$ cat src/rtl/fire_control_pkg.sv
// Shared types and constants for the fire-control sequencer.
package fire_control_pkg;

    typedef enum logic [1:0] {
        ST_IDLE     = 2'd0,
        ST_FIRE     = 2'd1,
        ST_COOLDOWN = 2'd2,
        ST_RELOAD   = 2'd3
    } fc_state_e;

    localparam logic [3:0]  MODE_ATTACK       = 4'b0010;
    localparam int unsigned BURST_LEN_DEF     = 3;
    localparam int unsigned RELOAD_CYCLES_DEF = 8;
    localparam int unsigned TIMER_W           = 8;

endpackage

$ cat src/rtl/fc_timer.sv
// Loadable down-counter shared by the cooldown and reload phases.
module fc_timer
    import fire_control_pkg::*;
(
    input  logic               clk,
    input  logic               rst_n,
    input  logic               load_i,
    input  logic [TIMER_W-1:0] load_val_i,
    input  logic               dec_i,
    output logic               zero_o
);

    logic [TIMER_W-1:0] count_q;

    always_ff @(posedge clk or negedge rst_n) begin
        if (!rst_n) begin
            count_q <= '0;
        end else if (load_i) begin
            count_q <= load_val_i;
        end else if (dec_i && (count_q != '0)) begin
            count_q <= count_q - 1'b1;
        end
    end

    assign zero_o = (count_q == '0);

endmodule

$ cat src/rtl/fire_control.sv
// Trigger/reload sequencer: turns raw pilot inputs into rate-limited fire
// pulses and reload strobes for the weapons stage.
module fire_control
    import fire_control_pkg::*;
#(
    parameter int unsigned AMMO_W        = 9,
    parameter int unsigned BURST_LEN     = BURST_LEN_DEF,
    parameter int unsigned RELOAD_CYCLES = RELOAD_CYCLES_DEF,
    parameter int unsigned SHOT_W        = 16
) (
    input  logic              clk,
    input  logic              rst_n,
    input  logic [3:0]        mode,
    input  logic              trigger,
    input  logic              burst_en,
    input  logic              reload_req,
    input  logic [7:0]        cooldown,
    input  logic [AMMO_W-1:0] magazine,
    input  logic [AMMO_W-1:0] ammo_count,
    output logic              fire,
    output logic              loading_ammo,
    output logic [AMMO_W-1:0] ammo_load,
    output logic              fault,
    output logic              busy,
    output logic [SHOT_W-1:0] shots
);

    localparam logic [TIMER_W-1:0] RELOAD_LOAD = TIMER_W'(RELOAD_CYCLES - 1);
    localparam logic [3:0]         BURST_M1    = 4'(BURST_LEN - 1);
    localparam logic [SHOT_W-1:0]  SHOT_ONE    = SHOT_W'(1);

    fc_state_e          state_q;
    logic               trig_q;
    logic [3:0]         burst_left_q;
    logic               reload_pend_q;
    logic               fire_q, loading_q, fault_q, busy_q;
    logic [AMMO_W-1:0]  ammo_load_q;
    logic [SHOT_W-1:0]  shots_q;

    logic               timer_load_d, timer_dec_d, timer_zero;
    logic [TIMER_W-1:0] timer_val_d;

    logic trig_rise, attack, ammo_ok;
    assign trig_rise = trigger & ~trig_q;
    assign attack    = (mode == MODE_ATTACK);
    assign ammo_ok   = (ammo_count != '0);

    // The timer is (re)loaded on the same edge the FSM enters COOLDOWN or RELOAD.
    always_comb begin
        timer_load_d = 1'b0;
        timer_val_d  = '0;
        timer_dec_d  = 1'b0;
        case (state_q)
            ST_IDLE: begin
                if (reload_req || reload_pend_q) begin
                    timer_load_d = 1'b1;
                    timer_val_d  = RELOAD_LOAD;
                end
            end
            ST_FIRE: begin
                timer_load_d = 1'b1;
                timer_val_d  = cooldown;
            end
            ST_COOLDOWN: begin
                if (!timer_zero) begin
                    timer_dec_d = 1'b1;
                end else if (reload_pend_q) begin
                    timer_load_d = 1'b1;
                    timer_val_d  = RELOAD_LOAD;
                end
            end
            ST_RELOAD: begin
                timer_dec_d = !timer_zero;
            end
            default: ;
        endcase
    end

    fc_timer u_timer (
        .clk        (clk),
        .rst_n      (rst_n),
        .load_i     (timer_load_d),
        .load_val_i (timer_val_d),
        .dec_i      (timer_dec_d),
        .zero_o     (timer_zero)
    );

    always_ff @(posedge clk or negedge rst_n) begin
        if (!rst_n) begin
            state_q       <= ST_IDLE;
            trig_q        <= 1'b0;
            burst_left_q  <= '0;
            reload_pend_q <= 1'b0;
            fire_q        <= 1'b0;
            loading_q     <= 1'b0;
            fault_q       <= 1'b0;
            busy_q        <= 1'b0;
            ammo_load_q   <= '0;
            shots_q       <= '0;
        end else begin
            trig_q      <= trigger;
            fire_q      <= (state_q == ST_FIRE);
            loading_q   <= (state_q == ST_RELOAD);
            ammo_load_q <= (state_q == ST_RELOAD) ? magazine : '0;
            busy_q      <= (state_q != ST_IDLE);
            fault_q     <= 1'b0;
            if ((state_q == ST_FIRE) && (shots_q != '1)) begin
                shots_q <= shots_q + SHOT_ONE;
            end

            case (state_q)
                ST_IDLE: begin
                    if (reload_req || reload_pend_q) begin
                        state_q       <= ST_RELOAD;
                        reload_pend_q <= 1'b0;
                    end else if (trig_rise) begin
                        if (attack && ammo_ok) begin
                            state_q      <= ST_FIRE;
                            burst_left_q <= burst_en ? BURST_M1 : '0;
                        end else begin
                            fault_q <= 1'b1;
                        end
                    end
                end
                ST_FIRE: begin
                    state_q <= ST_COOLDOWN;
                    if (reload_req) reload_pend_q <= 1'b1;
                end
                ST_COOLDOWN: begin
                    if (reload_req) reload_pend_q <= 1'b1;
                    if (timer_zero) begin
                        if (reload_pend_q) begin
                            state_q       <= ST_RELOAD;
                            reload_pend_q <= 1'b0;
                            burst_left_q  <= '0;
                        end else if ((burst_left_q != '0) && attack && ammo_ok) begin
                            state_q      <= ST_FIRE;
                            burst_left_q <= burst_left_q - 4'd1;
                        end else begin
                            state_q      <= ST_IDLE;
                            burst_left_q <= '0;
                        end
                    end
                end
                ST_RELOAD: begin
                    if (timer_zero) state_q <= ST_IDLE;
                end
                default: state_q <= ST_IDLE;
            endcase
        end
    end

    assign fire         = fire_q;
    assign loading_ammo = loading_q;
    assign ammo_load    = ammo_load_q;
    assign fault        = fault_q;
    assign busy         = busy_q;
    assign shots        = shots_q;

endmodule

$ cat config.mk
export PLATFORM = sky130hd
export DESIGN_NAME = fire_control
export DESIGN_NICKNAME = d
export VERILOG_FILES = /design/src/rtl/fire_control_pkg.sv /design/src/rtl/fc_timer.sv /design/src/rtl/fire_control.sv
export SDC_FILE = /design/constraint.sdc
export NUM_CORES = 1
export LEC_CHECK = 0
export ABC_CLOCK_PERIOD_IN_PS = 2500
export BUFFER_PORTS_ARGS = -buffer_cell sky130_fd_sc_hd__buf_2
export CELL_PAD_IN_SITES_DETAIL_PLACEMENT = 1
export CELL_PAD_IN_SITES_GLOBAL_PLACEMENT = 2
export CORE_ASPECT_RATIO = 0.7
export CORE_MARGIN = 1.5
export CORE_UTILIZATION = 32
export CTS_CLUSTER_SIZE = 8
export DETAILED_ROUTE_END_ITERATION = 8
export HOLD_SLACK_MARGIN = 0.03
export PLACE_DENSITY = 0.87
export SYNTH_ARGS = -nofsm -noshare
export SYNTH_HDL_FRONTEND = slang
export SYNTH_SLANG_ARGS = --single-unit
export TNS_END_PERCENT = 5
$ cat constraint.sdc
create_clock -name clk -period 2.5 [get_ports clk]
set_input_delay 0.5 -clock clk [delete_from_list [all_inputs] [get_ports clk]]
set_output_delay 0.5 -clock clk [all_outputs]
set_load 0.02 [all_outputs]
==> reports/qor_table.md, run 1 <==
| Metric | Value | Unit |
|---|---|---|
| Worst reg-to-reg path cell count | 7 | - |
| Number of buffers inserted to repair setup after CTS | 0 | - |
| Share of the yosys chip area belonging to registers | 0.498 | - |
| Commonest non-fill, non-tap cells in the layout | buf_2, dfrtp_1, a21oi_1 | - |
| Synth warnings | 0 | - |
| Reg-to-reg critical path startpoint | u_timer.count_q[0] | - |
| Number of nets in the layout | 328 | - |
| Total number of H-tree levels | 2 | - |
| Leakage power | 0.00137 | uW |
| CTS tree | yes | - |
| Maximum ir drop on the vdd rail | 188 | uV |
| CP Launch Point | u_timer.count_q[0] | - |
| Via count of the routed design | 1842 | - |
| Share of async-settable or async-resettable flops after synthesis | 1.00 | - |
| Die outline width | 103 | um |
| Placed wire-length estimate after detailed placement | 4.21 | mm |
| Hold-fix buffers at CTS | 0 | - |
| Setup_tns | 0 | ns |
| Total routing usage reported by global routing | 0.157 | - |
| Antenna diodes | 0 | - |
| Resized Gates After CTS | 0 | - |
| Total power | 1260 | uW |
| Cell at the root of the clock tree | clkbuf_8 | - |
| Non-filler cells, final | 378 | - |
| Clk buf depth | 2 | - |
| Tmin final | 2.20 | ns |
| Slew headroom | 0.618 | - |
| Row count | 25 | - |
| Setup violations, final | 0 | - |
| Antenna violations before repair | 0 | - |
| Core Area | 0.00679 | mm^2 |
| Destination of the critical timing path | state_q[0] | - |
| Post-DR vias/cell | 4.87 | - |
| Required arrival time at the worst endpoint | 2.69 | ns |
| Routability congestion estimate | 0.803 | - |
| Startpoint type of the worst setup path | flip-flop | - |
| Ports | 64 | - |
| Setup repair after global routing missed its margin | false | - |
| Number of register bits inferred by synthesis | 45 | - |
| Portion of the clock cycle consumed by the worst path in the final layout | 0.881 | - |
| Number of clock sinks | 45 | - |
| Synth-to-Final Area Change | 23.6 | % |
| Number of placed instances with taps included | 370 | - |
| Dominant register cell in the synthesized netlist | dfrtp_1 | - |
| Terminus of the critical flop-to-flop path | state_q[0] | - |
| Netlist Area Pre-Place | 0.00226 | mm^2 |
| Worst-margin pin slew | 0.574 | ns |
| Avg Cell Area, Syn | 10.6 | um^2 |
| Height of the die | 73.3 | um |
| Number of CTS-inserted buffers | 5 | - |
| Overall routed net length | 5.52 | mm |
| Post-synthesis net count | 258 | - |
| Most common library cell in the layout ignoring fill and taps | buf_2 | - |
| Die area | 0.00758 | mm^2 |
| Cell area power density | 452 | mW/mm^2 |
| Number of pins with negative max-slew slack in the final report | 0 | - |
| Maximum fanout along the worst path | 6 | - |
| Via count of the first global-routing pass | 1854 | - |
| Placement-stage cell area | 0.00271 | mm^2 |
| Total overflow reported by the global router | 0 | - |
| Worst setup slack for register-to-register paths | 0.30 | ns |
| Latest clock arrival within the worst-skew pair | 0.30 | ns |
| Port buffer count | 63 | - |
| Largest net degree at the start of global routing | 46 | - |
| Remaining DRCs | 0 | - |
| Post-synth EDFFs | 0 | - |
| Top achievable clock speed | 454 | MHz |
| Global-route wire length before repair | 9.16 | mm |
| Synthesized instance count | 213 | - |
| Antenna-violating nets left | 0 | - |
| Unique cell type count in the Yosys netlist | 45 | - |
| Post-DR wirelength/cell | 14.6 | um |
| Max-cap violation count | 0 | - |
| Ratio of cells with drive above 1 in the final layout | 0.289 | - |
| Worst EP arrival | 2.39 | ns |
| Number of iterations in the first detailed-routing pass | 4 | - |
| Worst min-delay path class | primary input to async pin | - |
| Crit path kind | flip-flop to flip-flop | - |
| Type of destination of the critical path | flip-flop | - |
| Result of the run | finished, final reports clean | - |
| Count of routing violations after the opening detailed-route iteration | 53 | - |
| Clock transition at the registers of the reported paths | 0.09 | ns |
| Post-route standard cell area excluding fillers | 0.00279 | mm^2 |
| Effective utilization at floorplan | 0.333 | - |
| Setup skew after layout | 0.00945 | ns |
| Final hold violation count | 0 | - |
-- worst max-delay path, stage by stage (launching register included) --
cell and delay, ns:
dfrtp_1 0.39, inv_1 0.12, ha_1 0.18, or3b_1 0.48
nor2_1 0.23, nor2_1 0.11, a31oi_1 0.23, mux2_1 0.35
-- Yosys cell counts (2+ instances only) --
library cell / number / area [um^2]
ha_1: 10 / 125
nor2b_1: 4 / 25.0
clkbuf_1: 2 / 7.51
inv_1: 12 / 45.0
a31oi_1: 2 / 12.5
o21ai_1: 4 / 20.0
and2_1: 10 / 62.6
or4_1: 2 / 15.0
o22ai_2: 2 / 25.0
mux2i_1: 3 / 30.0
nor2_1: 14 / 52.6
a21oi_1: 18 / 90.1
nand4_1: 4 / 25.0
nand2_1: 4 / 15.0
o31ai_1: 3 / 22.5
nand2b_1: 3 / 18.8
xnor2_1: 10 / 87.6
nor3_1: 7 / 35.0
o211ai_1: 4 / 30.0
o2bb2ai_1: 3 / 26.3
nor4_1: 2 / 12.5
nand3_1: 6 / 30.0
a22o_1: 2 / 17.5
dfrtp_1: 45 / 1130
or2_1: 2 / 12.5
buf_2: 2 / 10.0
xor2_1: 6 / 52.6
and3_1: 9 / 56.3
mux2_1: 2 / 22.5
-- sequential cells by signal, summed over array words and instances (netlist names) --
register and cells:
reload_pend_q 1, burst_left_q 4, busy 1, u_timer.count_q 8
trig_q 1, state_q 2, fault 1, loading_ammo 1
fire 1, shots 16, ammo_load 9
-- through the flow --
step | setup slack [ns] | utilization | hold slack (ns)
after global routing | 0.133 | 0.411 | 0.302
after global placement | 0.320 | 0.399 | 0.476
after CTS | 0.305 | 0.411 | 0.289
after floorplan | 0.451 | - | 0.204
final | 0.298 | 0.411 | 0.265
after detailed placement | 0.269 | 0.399 | 0.474
-- power breakdown --
group | internal [uW] | switching (uW)
clock | 197 | 259
combinational | 30.9 | 38.9
sequential | 735 | 1.60
-- cells by family (layout without fill, tap and decap cells) --
logic type,Yosys count,after routing,synth area share
simple gates,74,74,0.192
flops,45,45,0.498
fa+ha+maj,10,10,0.0554
xor+xnor,16,16,0.0620
compound gates,46,46,0.140
mux,5,5,0.0233
buf+inv,17,88,0.0293
-- worst min path at each step --
stage / from / end / slack [ns] / cells after the start
2_1_floorplan: rst_n / ammo_load[0] / 0.20 / 0
3_3_place_gp: burst_left_q[0] / burst_left_q[0] / 0.48 / 1
3_5_place_dp: shots[15] / shots[15] / 0.47 / 1
4_1_cts: rst_n / shots[11] / 0.29 / 2
5_1_grt: trigger / trig_q / 0.30 / 1
6_report: rst_n / shots[11] / 0.26 / 2
-- routing by layer --
layer	up-vias	global-route usage	wire, um
met2	53	0.240	2310
met4	0	0.0450	67
met5	-	0	0
met3	7	0.0333	330
met1	887	0.226	2810
li1	895	-	-
-- cell type report --
type | instances | area [um^2]
Fill cell | 798 | 4000
Sequential cell | 45 | 1130
Multi-Input combinational cell | 151 | 1070
Timing Repair Buffer | 67 | 345
Tap cell | 94 | 118
Clock buffer | 6 | 72.6
Inverter | 13 | 48.8
Clock inverter | 2 | 15.0
Power figures use the tool's default switching activity.
==> inputs of run 2 (changes only) <==
- PLACE_DENSITY: 0.87 -> not set
- PLACE_DENSITY_LB_ADDON: not set -> 0.1
==> run 2 against run 1 <==
Maximum frequency up 2.1%. Sequential power about the same. Worst setup slack better by 0.045 ns. Final cell count up 0.26%. Hold slack worse by 0.11 ns. Register-to-register slack better by 0.04 ns. Clock power up 3%. Cell area up 0.81%. Sequential cell count unchanged. Global-route usage down 0.33 points. Clock skew down 0.0031 ns. Largest cell class unchanged. Largest power group unchanged.
==> reports/qor_table.md, run 2 (same netlist as run 1, synthesis figures left out) <==
| Metric | Value | Unit | Delta |
|---|---|---|---|
| Leakage power | 0.00139 | uW | +1.2% |
| Number of flip-flops in the largest register | 16 | - | unchanged |
| Number of nets in the layout | 329 | - | +0.30% |
| Clock Power Share | 0.367 | - | +0.006 |
| Via count of the first global-routing pass | 1769 | - | -4.6% |
| Antenna violations before repair | 0 | - | unchanged |
| Max-cap violation count | 0 | - | unchanged |
| Final hold violation count | 0 | - | unchanged |
| Top achievable clock speed | 464 | MHz | +2.1% |
| Setup skew after layout | 0.00638 | ns | -0.00307 ns |
| Clock transition at the registers of the reported paths | 0.09 | ns | about the same |
| Type of destination of the critical path | flip-flop | - |  |
| Effective utilization at floorplan | 0.333 | - | unchanged |
| Portion of the clock cycle consumed by the worst path in the final layout | 0.863 | - | -0.0179 |
| Tmin final | 2.16 | ns | -0.0447 ns |
| Total internal power | 967 | uW | +0.41% |
| Result of the run | finished, final reports clean | - |  |
| Antenna-violating nets left | 0 | - | unchanged |
| Switching part of the total | 0.244 | - | +0.00648 |
| GRT met3 Usage | 0.0371 | - | +0.00381 |
| Post-DR wirelength/cell | 14.2 | um | -2.4% |
| Startpoint type of the worst setup path | flip-flop | - |  |
| Placed wire-length estimate after detailed placement | 4.10 | mm | -2.6% |
| Port buffer count | 63 | - | unchanged |
| Ports | 64 | - | unchanged |
| Number of CTS-inserted buffers | 5 | - | unchanged |
| Most common library cell in the layout ignoring fill and taps | buf_2 | - |  |
| Flop pwr share | 0.576 | - | -0.007 |
| Non-filler cells, final | 379 | - | +0.26% |
| Resized Gates After CTS | 0 | - | unchanged |
| Number of iterations in the first detailed-routing pass | 4 | - | unchanged |
| Setup_tns | 0 | ns | unchanged |
| Core Area | 0.00679 | mm^2 | unchanged |
| Overall routed net length | 5.40 | mm | -2.2% |
| Total number of H-tree levels | 2 | - | unchanged |
| Slew headroom | 0.679 | - | +0.0618 |
| Height of the die | 73.3 | um | unchanged |
| Count of routing violations after the opening detailed-route iteration | 28 | - | -47% |
| Row count | 25 | - | unchanged |
| Switch Pwr | 312 | uW | +4.0% |
| Number of placed instances with taps included | 371 | - | +0.27% |
| Routability congestion estimate | 0.746 | - | -7.0% |
| Total routing usage reported by global routing | 0.154 | - | -0.00334 |
| Required arrival time at the worst endpoint | 2.69 | ns | about the same |
| Hold-fix buffers at CTS | 0 | - | unchanged |
| Ratio of cells with drive above 1 in the final layout | 0.295 | - | +0.00600 |
| Setup repair after global routing missed its margin | false | - |  |
| Met2 Use GR | 0.206 | - | -0.0341 |
| Cell area power density | 454 | mW/mm^2 | +0.46% |
| Worst-margin pin slew | 0.479 | ns | -0.0947 ns |
| Number of pins with negative max-slew slack in the final report | 0 | - | unchanged |
| Met1 track demand over resource in global routing | 0.242 | - | +0.0161 |
| Setup violations, final | 0 | - | unchanged |
| Post-DR vias/cell | 4.70 | - | -3.6% |
| Latest clock arrival within the worst-skew pair | 0.30 | ns | about the same |
| Remaining DRCs | 0 | - | unchanged |
| Synth-to-Final Area Change | 24.6 | % |  |
| Most used routing layer | met1 | - |  |
| Total overflow reported by the global router | 0 | - | unchanged |
| Combinational power share | 0.056 | - | about the same |
| Cell at the root of the clock tree | clkbuf_8 | - |  |
| CTS tree | yes | - |  |
| Commonest non-fill, non-tap cells in the layout | buf_2, dfrtp_1, a21oi_1 | - |  |
| Via count of the routed design | 1781 | - | -3.3% |
| Maximum ir drop on the vdd rail | 210 | uV | +12% |
| Clk buf depth | 2 | - | unchanged |
| Worst min-delay path class | primary input to async pin | - |  |
| Worst EP arrival | 2.35 | ns | -0.04 ns |
| Crit path kind | flip-flop to flip-flop | - |  |
| Maximum fanout along the worst path | 6 | - | unchanged |
| Number of clock sinks | 45 | - | unchanged |
| Die outline width | 103 | um | unchanged |
| Die area | 0.00758 | mm^2 | unchanged |
| Antenna diodes | 0 | - | unchanged |
| Largest net degree at the start of global routing | 46 | - | unchanged |
| Number of buffers inserted to repair setup after CTS | 0 | - | unchanged |
| Global-route wire length before repair | 8.87 | mm | -3.1% |
[run 2: changes by cell type in the layout (fill, tap and decap cells not counted)]
cell / before / now
buf_12: 0 / 1
clkbuf_1: 1 / 0
clkinv_2: 0 / 1
clkinvlp_4: 2 / 1
inv_6: 0 / 1
[run 2: worst paths after layout]
path	from	to	depth (start not counted)	slack, ns
hold / removal	rst_n	fault	2	0.16
setup / recovery	u_timer.count_q[0]	state_q[0]	7	0.34
hold reg to reg	burst_left_q[0]	burst_left_q[0]	1	0.49
max in group asynchronous	rst_n	shots[1]	2	2.12
setup reg to reg	u_timer.count_q[0]	state_q[0]	7	0.34
min in group clk	trigger	trig_q	1	0.31
[run 2: area by class of cell]
cell class	instances	area (um^2)
clock inverters	3	21.3
clock buffers	5	68.8
inverters	13	48.8
fillers	805	3970
repair buffers	68	365
flip-flops and latches	45	1130
well taps	94	118
multi-input cells	151	1070
[run 2: power groups by stage]
stage                     sequential, uW  combinational [uW]  clock (uW)
final                                737                72.1         470
after global routing                 738                81.2         516
after CTS                            737                75.2         496
after detailed placement             752                75.0           0
after global placement               751                74.7           0
after floorplan                      762                10.0           0
[run 2: per-layer routing]
| layer | part of all wire | routed length (um) |
|---|---|---|
| met5 | 0 | 0 |
| met4 | 0.0081 | 44 |
| met3 | 0.061 | 331 |
| met2 | 0.36 | 1970 |
| met1 | 0.57 | 3060 |
[run 2: critical path: stages (launching register included)]
cell and delay [ns]:
dfrtp_1 0.39, inv_1 0.11, ha_1 0.17, or3b_1 0.49
nor2_1 0.23, nor2_1 0.10, a31oi_1 0.23, mux2_1 0.34
[run 2: metrics by stage]
step,worst slack [ns],instance area (um^2),util,power [uW],hold WS [ns]
after detailed placement,0.290,2730,0.401,827,0.474
after CTS,0.326,2820,0.415,1310,0.171
final,0.343,2820,0.415,1280,0.157
after global placement,0.300,2730,0.401,826,0.476
after global routing,0.206,2820,0.415,1340,0.169
after floorplan,0.451,2260,-,772,0.204
==> inputs of run 3 (changes only) <==
- PLACE_DENSITY: not set -> 0.89
- PLACE_DENSITY_LB_ADDON: 0.1 -> not set
==> run 3 against run 2 <==
Total power grew 7.9%. Combinational power increased by 1%. Critical path type unchanged. Clock skew increased by 0.0050 ns. Critical path depth did not move. Maximum frequency down 2.4%. Clock power increased by 21%. Cell area increased by 0.31%. Core utilization increased by 0.13 points. First-iteration DRC count increased by 32%.
==> reports/qor_table.md, run 3 (same netlist as run 1, synthesis figures left out) <==
| Metric | Value | Unit | Delta |
|---|---|---|---|
| Total overflow reported by the global router | 0 | - | unchanged |
| Effective utilization at floorplan | 0.333 | - | unchanged |
| CTS tree | yes | - |  |
| Result of the run | finished, final reports clean | - |  |
| Startpoint type of the worst setup path | flip-flop | - |  |
| Top cell by count, worst path | a22o_1 | - |  |
| Largest net degree at the start of global routing | 27 | - | -41% |
| Height of the die | 73.3 | um | unchanged |
| Remaining DRCs | 0 | - | unchanged |
| Clock transition at the registers of the reported paths | 0.09 | ns | about the same |
| Tmin final | 2.21 | ns | +0.0535 ns |
| Antenna violations before repair | 0 | - | unchanged |
| Reg-to-reg critical path startpoint | state_q[1] | - |  |
| Leakage power | 0.00139 | uW | +0.45% |
| Global-route wire length before repair | 9.10 | mm | +2.6% |
| Number of nets in the layout | 329 | - | unchanged |
| Core Area | 0.00679 | mm^2 | unchanged |
| Commonest non-fill, non-tap cells in the layout | buf_2, dfrtp_1, a21oi_1 | - |  |
| Placed wire-length estimate after detailed placement | 4.21 | mm | +2.7% |
| Max-cap violation count | 0 | - | unchanged |
| Cell at the root of the clock tree | clkbuf_8 | - |  |
| Area of the multi-input gates | 0.00107 | mm^2 | unchanged |
| Post-DR vias/cell | 4.85 | - | +3.3% |
| Maximum ir drop on the vdd rail | 291 | uV | +39% |
| Resized Gates After CTS | 0 | - | unchanged |
| Max stage delay on crit path | 0.42 | ns | -0.07 ns |
| Count of fill cells added during filler insertion | 813 | - | +0.99% |
| Slew headroom | 0.596 | - | -0.0832 |
| Number of pins with negative max-slew slack in the final report | 0 | - | unchanged |
| Overall routed net length | 5.65 | mm | +4.6% |
| Portion of the clock cycle consumed by the worst path in the final layout | 0.884 | - | +0.0214 |
| Worst path cell trace | inv_1 > ha_1 > nor2b_1 > o311ai_2 > or2_1 > a22o_1 > a22o_1 | - |  |
| Number of CTS-inserted buffers | 5 | - | unchanged |
| Crit path kind | flip-flop to flip-flop | - |  |
| Post-DR wirelength/cell | 14.9 | um | +4.6% |
| Ratio of cells with drive above 1 in the final layout | 0.291 | - | -0.00351 |
| Die area | 0.00758 | mm^2 | unchanged |
| Required arrival time at the worst endpoint | 2.70 | ns | about the same |
| Setup skew after layout | 0.0114 | ns | +0.00502 ns |
| Number of iterations in the first detailed-routing pass | 4 | - | unchanged |
| Ports | 64 | - | unchanged |
| Latest clock arrival within the worst-skew pair | 0.31 | ns | about the same |
| Row count | 25 | - | unchanged |
| Via count of the routed design | 1840 | - | +3.3% |
| Setup violations, final | 0 | - | unchanged |
| Final core occ | 0.416 | - | +0.00129 |
| Die outline width | 103 | um | unchanged |
| Hold-fix buffers at CTS | 0 | - | unchanged |
| Fin worst setup slack | 0.289 | ns | -0.0535 ns |
| Cell area power density | 489 | mW/mm^2 | +7.6% |
| Synth-to-Final Area Change | 25.0 | % |  |
| Antenna-violating nets left | 0 | - | unchanged |
| Port buffer count | 63 | - | unchanged |
| Count of routing violations after the opening detailed-route iteration | 37 | - | +32% |
| Number of clock sinks | 45 | - | unchanged |
| Most common library cell in the layout ignoring fill and taps | buf_2 | - |  |
| Antenna diodes | 0 | - | unchanged |
| Critical-path top delay cell | dfrtp_1 | - |  |
| Total routing usage reported by global routing | 0.158 | - | +0.00337 |
| Sequential cell area | 0.00113 | mm^2 | unchanged |
| Routability congestion estimate | 0.792 | - | +6.1% |
| Worst EP arrival | 2.41 | ns | +0.06 ns |
| Final hold violation count | 0 | - | unchanged |
| Setup repair after global routing missed its margin | false | - |  |
| Placement-stage worst setup slack | 0.281 | ns | -0.00908 ns |
| Worst min-delay path class | primary input to async pin | - |  |
| Setup_tns | 0 | ns | unchanged |
| Top achievable clock speed | 452 | MHz | -2.4% |
| Number of flip-flops in the largest register | 16 | - | unchanged |
| Via count of the first global-routing pass | 1861 | - | +5.2% |
| Clk buf depth | 2 | - | unchanged |
| Type of destination of the critical path | flip-flop | - |  |
| Total number of H-tree levels | 2 | - | unchanged |
| Maximum fanout along the worst path | 10 | - | +4 |
| Number of buffers inserted to repair setup after CTS | 0 | - | unchanged |
| Worst-margin pin slew | 0.606 | ns | +0.127 ns |
| CP Launch Point | state_q[1] | - |  |
-- run 3: stage by stage --
step                total power [uW]  hold WS, ns  std cells  cell area [um^2]
finish                          1380        0.182        379              2820
global route                    1430        0.233        379              2820
CTS                             1400        0.205        379              2820
detailed placement               826        0.473        371              2710
global placement                 824        0.467        371              2710
floorplan                        772        0.204        213              2260
-- run 3: cell type report --
type / count / area share
tap: 94 / 0.0416
sequential: 45 / 0.399
clock buffer: 6 / 0.0257
clock inverter: 2 / 0.0137
inverter: 13 / 0.0173
timing repair buffer: 68 / 0.125
multi-input combinational: 151 / 0.378
-- run 3: worst max-delay path: cells and delay by family (launching register included) --
family	cells	cell delay [ns]
compound gates	3	0.55
fa+ha+maj	1	0.38
simple gates	2	0.59
buf+inv	1	0.15
flops	1	0.42
-- run 3: power by group --
group / internal (uW) / total (uW) / switching, uW / leakage (uW)
sequential: 735 / 737 / 1.60 / 0.000549
clock: 300 / 570 / 270 / 0.0000554
combinational: 33.0 / 72.9 / 40.0 / 0.000787
-- run 3: per-layer routing --
layer	global-route usage	vias to the layer above	wire length [um]
met5	0	-	0
met4	0.0556	0	74
met3	0.0362	8	327
met2	0.241	49	2400
met1	0.219	887	2840
li1	-	896	-
-- run 3: final timing paths --
check / endpoint / slack, ns / cells past startpoint
setup / recovery: u_timer.count_q[2] / 0.29 / 7
hold / removal: shots[7] / 0.18 / 1
setup reg to reg: u_timer.count_q[2] / 0.29 / 7
hold reg to reg: shots[15] / 0.48 / 1
max in group asynchronous: ammo_load[6] / 1.72 / 2
min in group clk: trig_q / 0.30 / 1
